`src/rtl/rob_commit_unit.sv`:
```
// In-order retirement from the ROB head: register writeback, store release,
// mispredict flush with redirect, and halt on exception.
module rob_commit_unit #(
   parameter int ROBsize      = 16,
   parameter int addrSize     = $clog2(ROBsize),
   parameter int FLUSH_CYCLES = 3
) (
   input  logic                clk_i,
   input  logic                reset_i,
   input  logic                robValid_i,
   input  logic [addrSize:0]   head_i,
   input  logic [78:0]         commitReadData_i,
   output logic                updateHead_o,
   output logic                rfWriteEn_o,
   output logic [4:0]          rfWriteAddr_o,
   output logic [63:0]         rfWriteData_o,
   output logic [addrSize:0]   rfWriteTag_o,
   output logic                storeCommitValid_o,
   input  logic                storeCommitReady_i,
   output logic                flush_o,
   output logic [63:0]         redirectPc_o,
   output logic                halted_o,
   output logic [31:0]         commitCount_o
);

   typedef enum logic [1:0] {
      S_COMMIT,
      S_STORE_WAIT,
      S_FLUSH,
      S_HALT
   } state_t;

   localparam logic [3:0] FLUSH_LOAD = 4'(FLUSH_CYCLES - 1);

   state_t       r_state;
   state_t       w_stateNxt;
   logic [3:0]   r_flushCnt;
   logic [3:0]   w_flushCntNxt;
   logic [31:0]  r_commitCount;
   logic [63:0]  r_redirectPc;
   logic         w_retire;
   logic         w_storeValid;

   logic         w_done;
   logic         w_regWrite;
   logic         w_isStore;
   logic         w_mispredict;
   logic         w_exception;
   logic [4:0]   w_destReg;
   logic [63:0]  w_value;
   logic [4:0]   w_unused_reserved;

   assign w_done            = commitReadData_i[78];
   assign w_regWrite        = commitReadData_i[77];
   assign w_isStore         = commitReadData_i[76];
   assign w_mispredict      = commitReadData_i[75];
   assign w_exception       = commitReadData_i[74];
   assign w_destReg         = commitReadData_i[73:69];
   assign w_unused_reserved = commitReadData_i[68:64];
   assign w_value           = commitReadData_i[63:0];

   // Next-state and retire decision
   always_comb begin
      w_stateNxt    = r_state;
      w_flushCntNxt = r_flushCnt;
      w_retire      = 1'b0;
      w_storeValid  = 1'b0;
      case (r_state)
         S_COMMIT: begin
            if (robValid_i && w_done) begin
               if (w_exception) begin
                  w_stateNxt = S_HALT;
               end else if (w_isStore) begin
                  w_storeValid = 1'b1;
                  if (storeCommitReady_i) w_retire = 1'b1;
                  else                    w_stateNxt = S_STORE_WAIT;
               end else begin
                  w_retire = 1'b1;
               end
            end
         end
         S_STORE_WAIT: begin
            // Valid is held until the store buffer accepts.
            w_storeValid = 1'b1;
            if (storeCommitReady_i && robValid_i) begin
               w_retire   = 1'b1;
               w_stateNxt = S_COMMIT;
            end
         end
         S_FLUSH: begin
            if (r_flushCnt == 4'd0) w_stateNxt = S_COMMIT;
            else                    w_flushCntNxt = r_flushCnt - 4'd1;
         end
         S_HALT: begin
            w_stateNxt = S_HALT;
         end
         default: begin
            w_stateNxt = S_COMMIT;
         end
      endcase
      if (w_retire && w_mispredict) begin
         w_stateNxt    = S_FLUSH;
         w_flushCntNxt = FLUSH_LOAD;
      end
   end

   // State and registered outputs
   always_ff @(posedge clk_i) begin
      if (!reset_i) begin
         r_state       <= S_COMMIT;
         r_flushCnt    <= 4'd0;
         r_commitCount <= 32'd0;
         r_redirectPc  <= 64'd0;
      end else begin
         r_state    <= w_stateNxt;
         r_flushCnt <= w_flushCntNxt;
         if (w_retire) r_commitCount <= r_commitCount + 32'd1;
         if (w_retire && w_mispredict) r_redirectPc <= w_value;
      end
   end

   // A cycle with reset asserted never issues a retire or a store release.
   always_comb begin
      updateHead_o       = w_retire & reset_i;
      rfWriteEn_o        = w_retire & reset_i & w_regWrite;
      rfWriteAddr_o      = updateHead_o ? w_destReg : 5'd0;
      rfWriteData_o      = updateHead_o ? w_value : 64'd0;
      rfWriteTag_o       = updateHead_o ? head_i : '0;
      storeCommitValid_o = w_storeValid & reset_i;
      flush_o            = (r_state == S_FLUSH) & reset_i;
      halted_o           = (r_state == S_HALT) & reset_i;
      redirectPc_o       = r_redirectPc;
      commitCount_o      = r_commitCount;
   end

endmodule

```
`config.mk`:
```
export PLATFORM = sky130hd
export DESIGN_NAME = rob_commit_unit
export DESIGN_NICKNAME = d
export VERILOG_FILES = /design/src/rtl/rob_commit_unit.sv
export SDC_FILE = /design/constraint.sdc
export NUM_CORES = 1
export LEC_CHECK = 0
export ABC_AREA = 0
export CAP_MARGIN = 10
export CORE_MARGIN = 5
export CORE_UTILIZATION = 35
export DETAILED_ROUTE_END_ITERATION = 10
export GPL_TIMING_DRIVEN = 0
export PLACE_DENSITY = 0.77
export SETUP_SLACK_MARGIN = 0.02
export SLEW_MARGIN = 20
export SYNTH_ARGS = -nofsm -noshare
export SYNTH_HDL_FRONTEND = slang
export SYNTH_SLANG_ARGS = --single-unit
```
`constraint.sdc`:
```
create_clock -name clk_i -period 2.12 [get_ports clk_i]
set_clock_uncertainty 0.05 [all_clocks]
set_input_delay 0.318 -clock clk_i [delete_from_list [all_inputs] [get_ports clk_i]]
set_output_delay 0.318 -clock clk_i [all_outputs]
set_load 0.005 [all_outputs]
```
Word-level counts from Yosys, hierarchy flattened. Cells that the tools add are included. Widths: inputs -> output; s select.

Mux-type cells: 24. Equal/unequal tests: 14. Reductions and logical operators: 11. Add/subtract/negate cells: 2. Bitwise logic cells: 7.

Operator list (number): $mux 64 (1); $add 32x1->32 const B (1); $mux 2 (10); $ne 3x3->1 const B (5); $mux 5 (2); $reduce_and 5->1 (2); $mux 1 (8); $ne 4x4->1 const B (2); $pmux 2 s4 (1); $ne 2x2->1 const B (3); $and 1x1->1 (5); $eq 2x2->1 const B (2); $logic_not 4->1 (1); $pmux 1 s2 (2); $reduce_and 2->1 (2); $sub 4x1->4 const B (1); $logic_and 1x1->1 (3); $eq 2x1->1 const B (1); $logic_not 2->1 (1); $ne 2x1->1 const B (1); $not 1->1 (2); $reduce_bool 2->1 (1); $reduce_or 2->1 (1).

Register bits after elaboration: 102. Input bits: 88. Output and inout bits: 175.

Depth between registers and ports, before layout. Gate-level depths: netlist (run 1).

Word-level depth: 8. Gate-level depth with buffers: 8. Depth with buffers taken out: 6.

Worst setup path after synthesis (run 1). OpenSTA, ideal clock, no wires.

Path kind: register -> output. From: register r_state[0]. To: output port rfWriteData_o[18]. Cell stages (with the launch flop): 9. Slack: 0.055 ns. Path buffers: 2. Arrival: 1.697 ns. Cell sequence: dfxtp_1 inv_1 ha_1 and4b_4 a32oi_2 nor2_1 buf_2 clkbuf_1 and2_1.

Longest elaborated chain between the ends: 4. Elaborated cells on any way between the ends: 5.

Ends and longest elaborated chain: start: declaration (RTL line 35) `state_t r_state;`; start signal: assignment (RTL line 115) `r_state <= w_stateNxt;`; $eq 2x1->1 or $logic_not 2->1 (tied branches) (RTL line 68) `case (r_state)`; $pmux 1 s2 (*) (RTL line 68); $and 1x1->1 (*) (RTL line 124) `updateHead_o = w_retire & reset_i;`; $mux 64 (*) (RTL line 127) `rfWriteData_o = updateHead_o ? w_value : 64'd0;`; end: declaration (RTL line 16) `output logic [63:0] rfWriteData_o,`.

Mark *: on every way between the ends. The rest lies on a longest branch, timed or not.

Final worst setup path (run 1).
From: register r_state[1]. To: output port rfWriteData_o[45].

Same word-level chain as after synthesis.

==> results.md, run 1 <==
- Failing checks: negative setup slack
- Critical Path AT: 2.01 ns
- Synth unique cells: 42
- Drt pass-1 iters: 7
- Synth Cell Area: 4780 µm²
- Final min period: 2.38 ns
- H-tree levels: 3
- Fin nets: 1,006
- Synth warnings: 0
- Fin. Hold Viols: 0
- Clk sinks: 102
- Post-Synthesis Cells: 609
- Syn avg cell area: 7.86 µm²
- Via count: 5,511
- Worst-margin pin slew: 0.587 ns
- DIE AREA: 16,100 µm²
- Top achievable clock speed: 420 MHz
- Setup Viol. Count Final: 76
- RSZ-0062 raised after global routing: yes
- Crit-path max FO: 6
- Seq cells post-synth: 102
- Die Span Y: 127 µm
- Post-synth EDFFs: 0
- Post-detailed-route wirelength per cell: 17.6 µm
- Setup slack after layout: -0.261 ns
- Total Power: 5630 µW
- Slew Limit Fails: 0
- Yosys top cell area share: 0.427
- HP Start: reset_i
- Post-DP HPWL: 13,700 µm
- VDD IR max: 0.000346 V
- Commonest non-fill, non-tap cell in the layout: clkdlybuf4s50_1
- Most frequent cells in the layout: 174 x clkdlybuf4s50_1, 144 x nand2_1, 100 x dfxtp_1
- Layout cells sized above 1: 0.280
- Worst setup path startpoint: r_state[1]
- Hold Crit Class: input pin to register
- Top_reg_cell synth: dfxtp_1
- Status: finished with violations
- Antenna-violating nets left: 0
- Critical R2R Launch: r_state[1]
- CP Capture Type: primary output
- Clock Pin Slew Worst Setup and Hold Paths: 0.07 ns
- Slew HR: 0.609
- Largest net degree at the start of global routing: 16
- Drt via density: 5.04
- Crit start category: register
- Gr usage total: 0.221
- Static Leak: 0.00335 µW
- Power density cells: 637 nW/µm²
- Num ports: 263
- Asr flop ratio synth: 0
- GPL Wtd Cong: 0.835
- Largest area contributor in the netlist: dfxtp_1
- Post-synthesis sequential area ratio: 0.427
- Root buffer cell: clkbuf_16
- Placeable Area: 13,300 µm²
- Total grt overflow: 0
- Max Cap Violations: 0
- IO buf count: 257
- Crit path required time: 1.75 ns
- Final WL: 19,200 µm
- DR iter-0 viols: 294
- Initial antenna violation count: 0
- Fin crit share: 1.12
- Die width: 127 µm
- CTS Buf Count: 9
- Vias in the first global route: 5,273
- DRC Markers: 0
- Syn nets: 703
- Initial Util: 0.358
- First-pass GRT wire length: 28,300 µm
- Clk buf depth: 2
- Syn-to-layout area delta: 84.7%
- Non-filler cells, final: 1,093
- CTS tree: yes
- CTS Hold Bufs: 0
- Clk Latency, worst-skew pair: 0.34 ns
- Top post-synthesis cells by area: dfxtp_1 43%, nand2_1 11%, and2_1 10%, a21oi_1 8.7%, clkbuf_1 2.2%
- Cell count after placement: 1,042
- Antenna diode instance count: 0
- Row cnt: 42
- Critical path type: register to primary output
[path summary, 6_finish.rpt]
check / end / slack, ns / depth (start not counted)
hold / removal: commitCount_o[19] / 0.29 / 3
setup / recovery: rfWriteData_o[45] / -0.26 / 10
setup reg to reg: commitCount_o[10] / 0.04 / 9
hold reg to reg: redirectPc_o[47] / 0.40 / 2
[timing repair]
item / CTS / global route
setup buffers: 19 / 10
pin swaps: 64 / 10
resized for setup: 469 / 117
cloned: 5 / 3
setup endpoints to repair: 159 / 156
[critical path, stage by stage (launching register included)]
cell	delay, ns
dfxtp_2	0.35
inv_4	0.05
ha_4	0.15
and4b_4	0.19
a32oi_4	0.21
nor2_4	0.07
buf_8	0.15
buf_6	0.13
buf_8	0.12
and2_4	0.15
buf_6	0.11
[cell type report]
class / count / area [µm²]
Fill cell: 1116 / 4510
Timing Repair Buffer: 292 / 3010
Multi-Input combinational cell: 453 / 2800
Sequential cell: 102 / 2040
Buffer: 42 / 374
Clock buffer: 13 / 270
Tap cell: 176 / 220
Clock inverter: 3 / 65.1
Inverter: 12 / 48.8
[Yosys cell counts (2+ instances only)]
cell type,n
nand2_1,146
dfxtp_1,102
a21oi_1,83
and2_1,79
clkbuf_1,28
nand2b_1,13
nand3_1,12
buf_2,11
inv_1,11
o31ai_1,11
mux2i_1,10
o21ai_0,10
or4_1,10
nand4_1,9
or3_1,9
nor2_1,8
nor4_1,7
and4_1,6
ha_1,6
o311ai_0,4
a211oi_1,3
nor3b_1,3
o41ai_1,3
xnor2_1,3
a32oi_2,2
and3_1,2
o21a_1,2
o31a_1,2
[cell families (layout without fill, tap and decap cells)]
kind of cell | Yosys count | after routing | synth area share
DFF | 102 | 102 | 0.427
buffers and inverters | 54 | 362 | 0.0476
AOI/OAI and AO/OA | 124 | 124 | 0.152
and+or+nand+nor | 309 | 309 | 0.329
adders and majority gates | 6 | 6 | 0.0157
muxes | 10 | 10 | 0.0209
xor gates and xnor gates | 4 | 4 | 0.00732
[per-stage QoR]
step	hold WS [ns]	util	instance area [µm²]	worst slack (ns)	setup TNS, ns
final	0.287	0.662	8840	-0.261	-14.99
after global routing	0.293	0.662	8840	-0.336	-21.46
after CTS	0.267	0.624	8330	-0.325	-20.37
after detailed placement	0.396	0.568	7580	-1.31	-116.09
after global placement	0.390	0.568	7580	-1.28	-111.55
after floorplan	0.403	-	4780	0.0547	0
[layer usage]
metal	global-route usage	routed length (µm)	vias to the layer above
met5	0	0	-
met4	0.0757	331	0
met3	0.0588	1360	21
met2	0.379	9720	183
met1	0.268	7790	2616
li1	-	-	2691
[power breakdown]
part	internal (µW)	switching, µW
clock	1130	711
combinational	969	728
sequential	2030	64.6
total	4120	1500
[state kept, by name, indices dropped and copies added, names as in the netlist]
signal / flops
commitCount_o: 32
r_flushCnt: 4
r_state: 2
redirectPc_o: 64
No activity file was read; power rests on OpenSTA's default activity.
==> inputs of run 2 (changes only) <==
CAP_MARGIN = not set   (was 10)
PLACE_DENSITY = not set   (was 0.77)
PLACE_DENSITY_LB_ADDON = 0.05   (was not set)
SKIP_CTS_REPAIR_TIMING = 1   (was not set)
==> run 2 against run 1 <==
The flow still finishes with violations (negative setup slack). Via count decreased by 1.3%. Die area is the same. Sequential share of layout area up 1.8 points. Setup slack worse by 0.096 ns. Final cell count fell by 1.7%. Maximum frequency fell by 3.9%. Design area down 7.3%. Routed wire length down 0.95%. Critical endpoint is now rfWriteData_o[36]. Count of clock-buffer cells in the layout shrank 2. Combinational power fell by 11%. Register-to-register slack worse by 0.08 ns. Total power fell by 11%.
==> results.md, run 2 (synthesized netlist as in run 1, its figures left out) <==
- Status: finished with violations
- Failing checks: negative setup slack
- Worst path buffer plus inverter count: 4 (-1)
- H-tree levels: 3 (unchanged)
- Row cnt: 42 (unchanged)
- Cell count after placement: 1,042 (unchanged)
- Num ports: 263 (unchanged)
- Hold Crit Class: input pin to register
- Static Leak: 0.00312 µW (-7.1%)
- Total grt overflow: 0 (unchanged)
- Post-detailed-route wirelength per cell: 17.7 µm (+0.80%)
- DR iter-0 viols: 288 (-2.0%)
- Setup slack after layout: -0.358 ns (-0.0964 ns)
- Post-DP HPWL: 14,400 µm (+5.0%)
- Register area: 2050 µm² (about the same)
- Placed Area: 7580 µm² (unchanged)
- Hold Path Depth: 3 (unchanged)
- Clk buf depth: 2 (unchanged)
- VDD IR max: 0.000358 V (+3.5%)
- Final instance area: 8200 µm² (-7.3%)
- Hold_ws: 0.315 ns (+0.0288 ns)
- Critical path depth: 9 (-1)
- Setup Viol. Count Final: 77 (+1.3%)
- Fin nets: 992 (-1.4%)
- Initial antenna violation count: 0 (unchanged)
- Critical-path cell list: inv_2 -> ha_4 -> and4b_4 -> a32oi_4 -> nor2_4 -> buf_12 -> clkbuf_16 -> and2_4 -> clkbuf_2
- Crit start category: register
- Clock Pin Slew Worst Setup and Hold Paths: 0.06 ns (about the same)
- GPL Wtd Cong: 0.814 (-2.5%)
- Syn-to-layout area delta: 71.3%
- Antenna-violating nets left: 0 (unchanged)
- Slew Limit Fails: 0 (unchanged)
- Critical Path AT: 2.11 ns (+0.10 ns)
- First-pass GRT wire length: 28,800 µm (+1.8%)
- Final min period: 2.48 ns (+0.0964 ns)
- Layout cells sized above 1: 0.222 (-0.0587)
- Multi-input gate area: 2710 µm² (-3.2%)
- Crit-path max FO: 8 (+2)
- Clk Latency, worst-skew pair: 0.34 ns (about the same)
- Drt pass-1 iters: 6 (-1)
- Fillers: 1,226 (+9.9%)
- CTS tree: yes
- Final core occ: 0.614 (-0.0481)
- DRC Markers: 0 (unchanged)
- Top achievable clock speed: 404 MHz (-3.9%)
- Delay-heaviest family, CP: buffers and inverters
- Vias in the first global route: 5,402 (+2.4%)
- Worst-margin pin slew: 0.624 ns (+0.0377 ns)
- Max Cap Violations: 0 (unchanged)
- Worst reg-to-reg setup slack: -0.04 ns (-0.08 ns)
- Via count: 5,439 (-1.3%)
- Non-filler cells, final: 1,074 (-1.7%)
- Drt via density: 5.06 (+0.44%)
- Fin. Hold Viols: 0 (unchanged)
- Critical path type: register to primary output
- Slowest stage delay, CP: 0.36 ns (about the same)
- Placeable Area: 13,300 µm² (unchanged)
- Gr usage total: 0.222 (+0.00113)
- IO buf count: 257 (unchanged)
- Fin crit share: 1.17 (+0.0454)
- CP Capture Type: primary output
- Clk sinks: 102 (unchanged)
- Initial Util: 0.358 (unchanged)
- Largest net degree at the start of global routing: 14 (-2)
- Power density cells: 614 nW/µm² (-3.6%)
- Antenna diode instance count: 0 (unchanged)
- DIE AREA: 16,100 µm² (unchanged)
- Max reg flops: 64 (unchanged)
- Most frequent cells in the layout: 176 x clkdlybuf4s50_1, 146 x nand2_1, 99 x dfxtp_1
- RSZ-0062 raised after global routing: yes
- Die width: 127 µm (unchanged)
- Total Power: 5030 µW (-11%)
- Slew HR: 0.584 (-0.0251)
- Worst r2r path cells: 7 (-2)
- Root buffer cell: clkbuf_16
- Slowest cell on crit path: dfxtp_2
- Commonest non-fill, non-tap cell in the layout: clkdlybuf4s50_1
- Final WL: 19,000 µm (-0.95%)
- CTS Buf Count: 9 (unchanged)
- Crit path required time: 1.75 ns (about the same)
- Die Span Y: 127 µm (unchanged)
## run 2: cell types whose count changed in the layout (fill, tap and decap cells not counted), moves of 7 or more
| cell | change |
|---|---|
| a21oi_1 | +7 |
| a21oi_2 | -7 |
| and2_1 | +25 |
| and2_4 | -25 |
| buf_2 | -8 |
| buf_4 | -7 |
| buf_6 | -42 |
| buf_8 | -8 |
| clkbuf_2 | +45 |
| clkbuf_8 | -7 |
## run 2: path summary, 6_finish.rpt
path                   startpoint                end
hold reg to reg   redirectPc_o[3]    redirectPc_o[3]
setup reg to reg       r_state[0]  commitCount_o[13]
hold / removal            reset_i  commitCount_o[17]
setup / recovery       r_state[0]  rfWriteData_o[36]
## run 2: per-layer routing
metal	wire length (µm)	GRT usage
met2	9620	0.398
met1	7600	0.256
met3	1490	0.0660
met5	0	0
met4	298	0.0644
## run 2: worst min-delay path, cell delays in order
cell and delay (ns):
clkbuf_4 0.19, nand2b_1 0.09, o41ai_1 0.06
## run 2: report_power, final
part           total [µW]  internal [µW]  switching (µW)
Combinational        1510            832             676
Clock                1420            765             656
Sequential           2100           2030            75.6
## run 2: area by class of cell
type                    instances  area share
flip-flops and latches        102       0.250
inverters                      12     0.00626
clock buffers                  11      0.0284
well taps                     176      0.0269
plain buffers                  42      0.0369
repair buffers                278       0.321
multi-input cells             453       0.331
## run 2: through the flow
step	setup WS, ns	setup TNS, ns
2_1_floorplan	0.0547	0
3_3_place_gp	-1.36	-111.37
3_5_place_dp	-1.47	-121.28
4_1_cts	-1.55	-112.04
5_1_grt	-0.431	-29.58
6_report	-0.358	-23.75
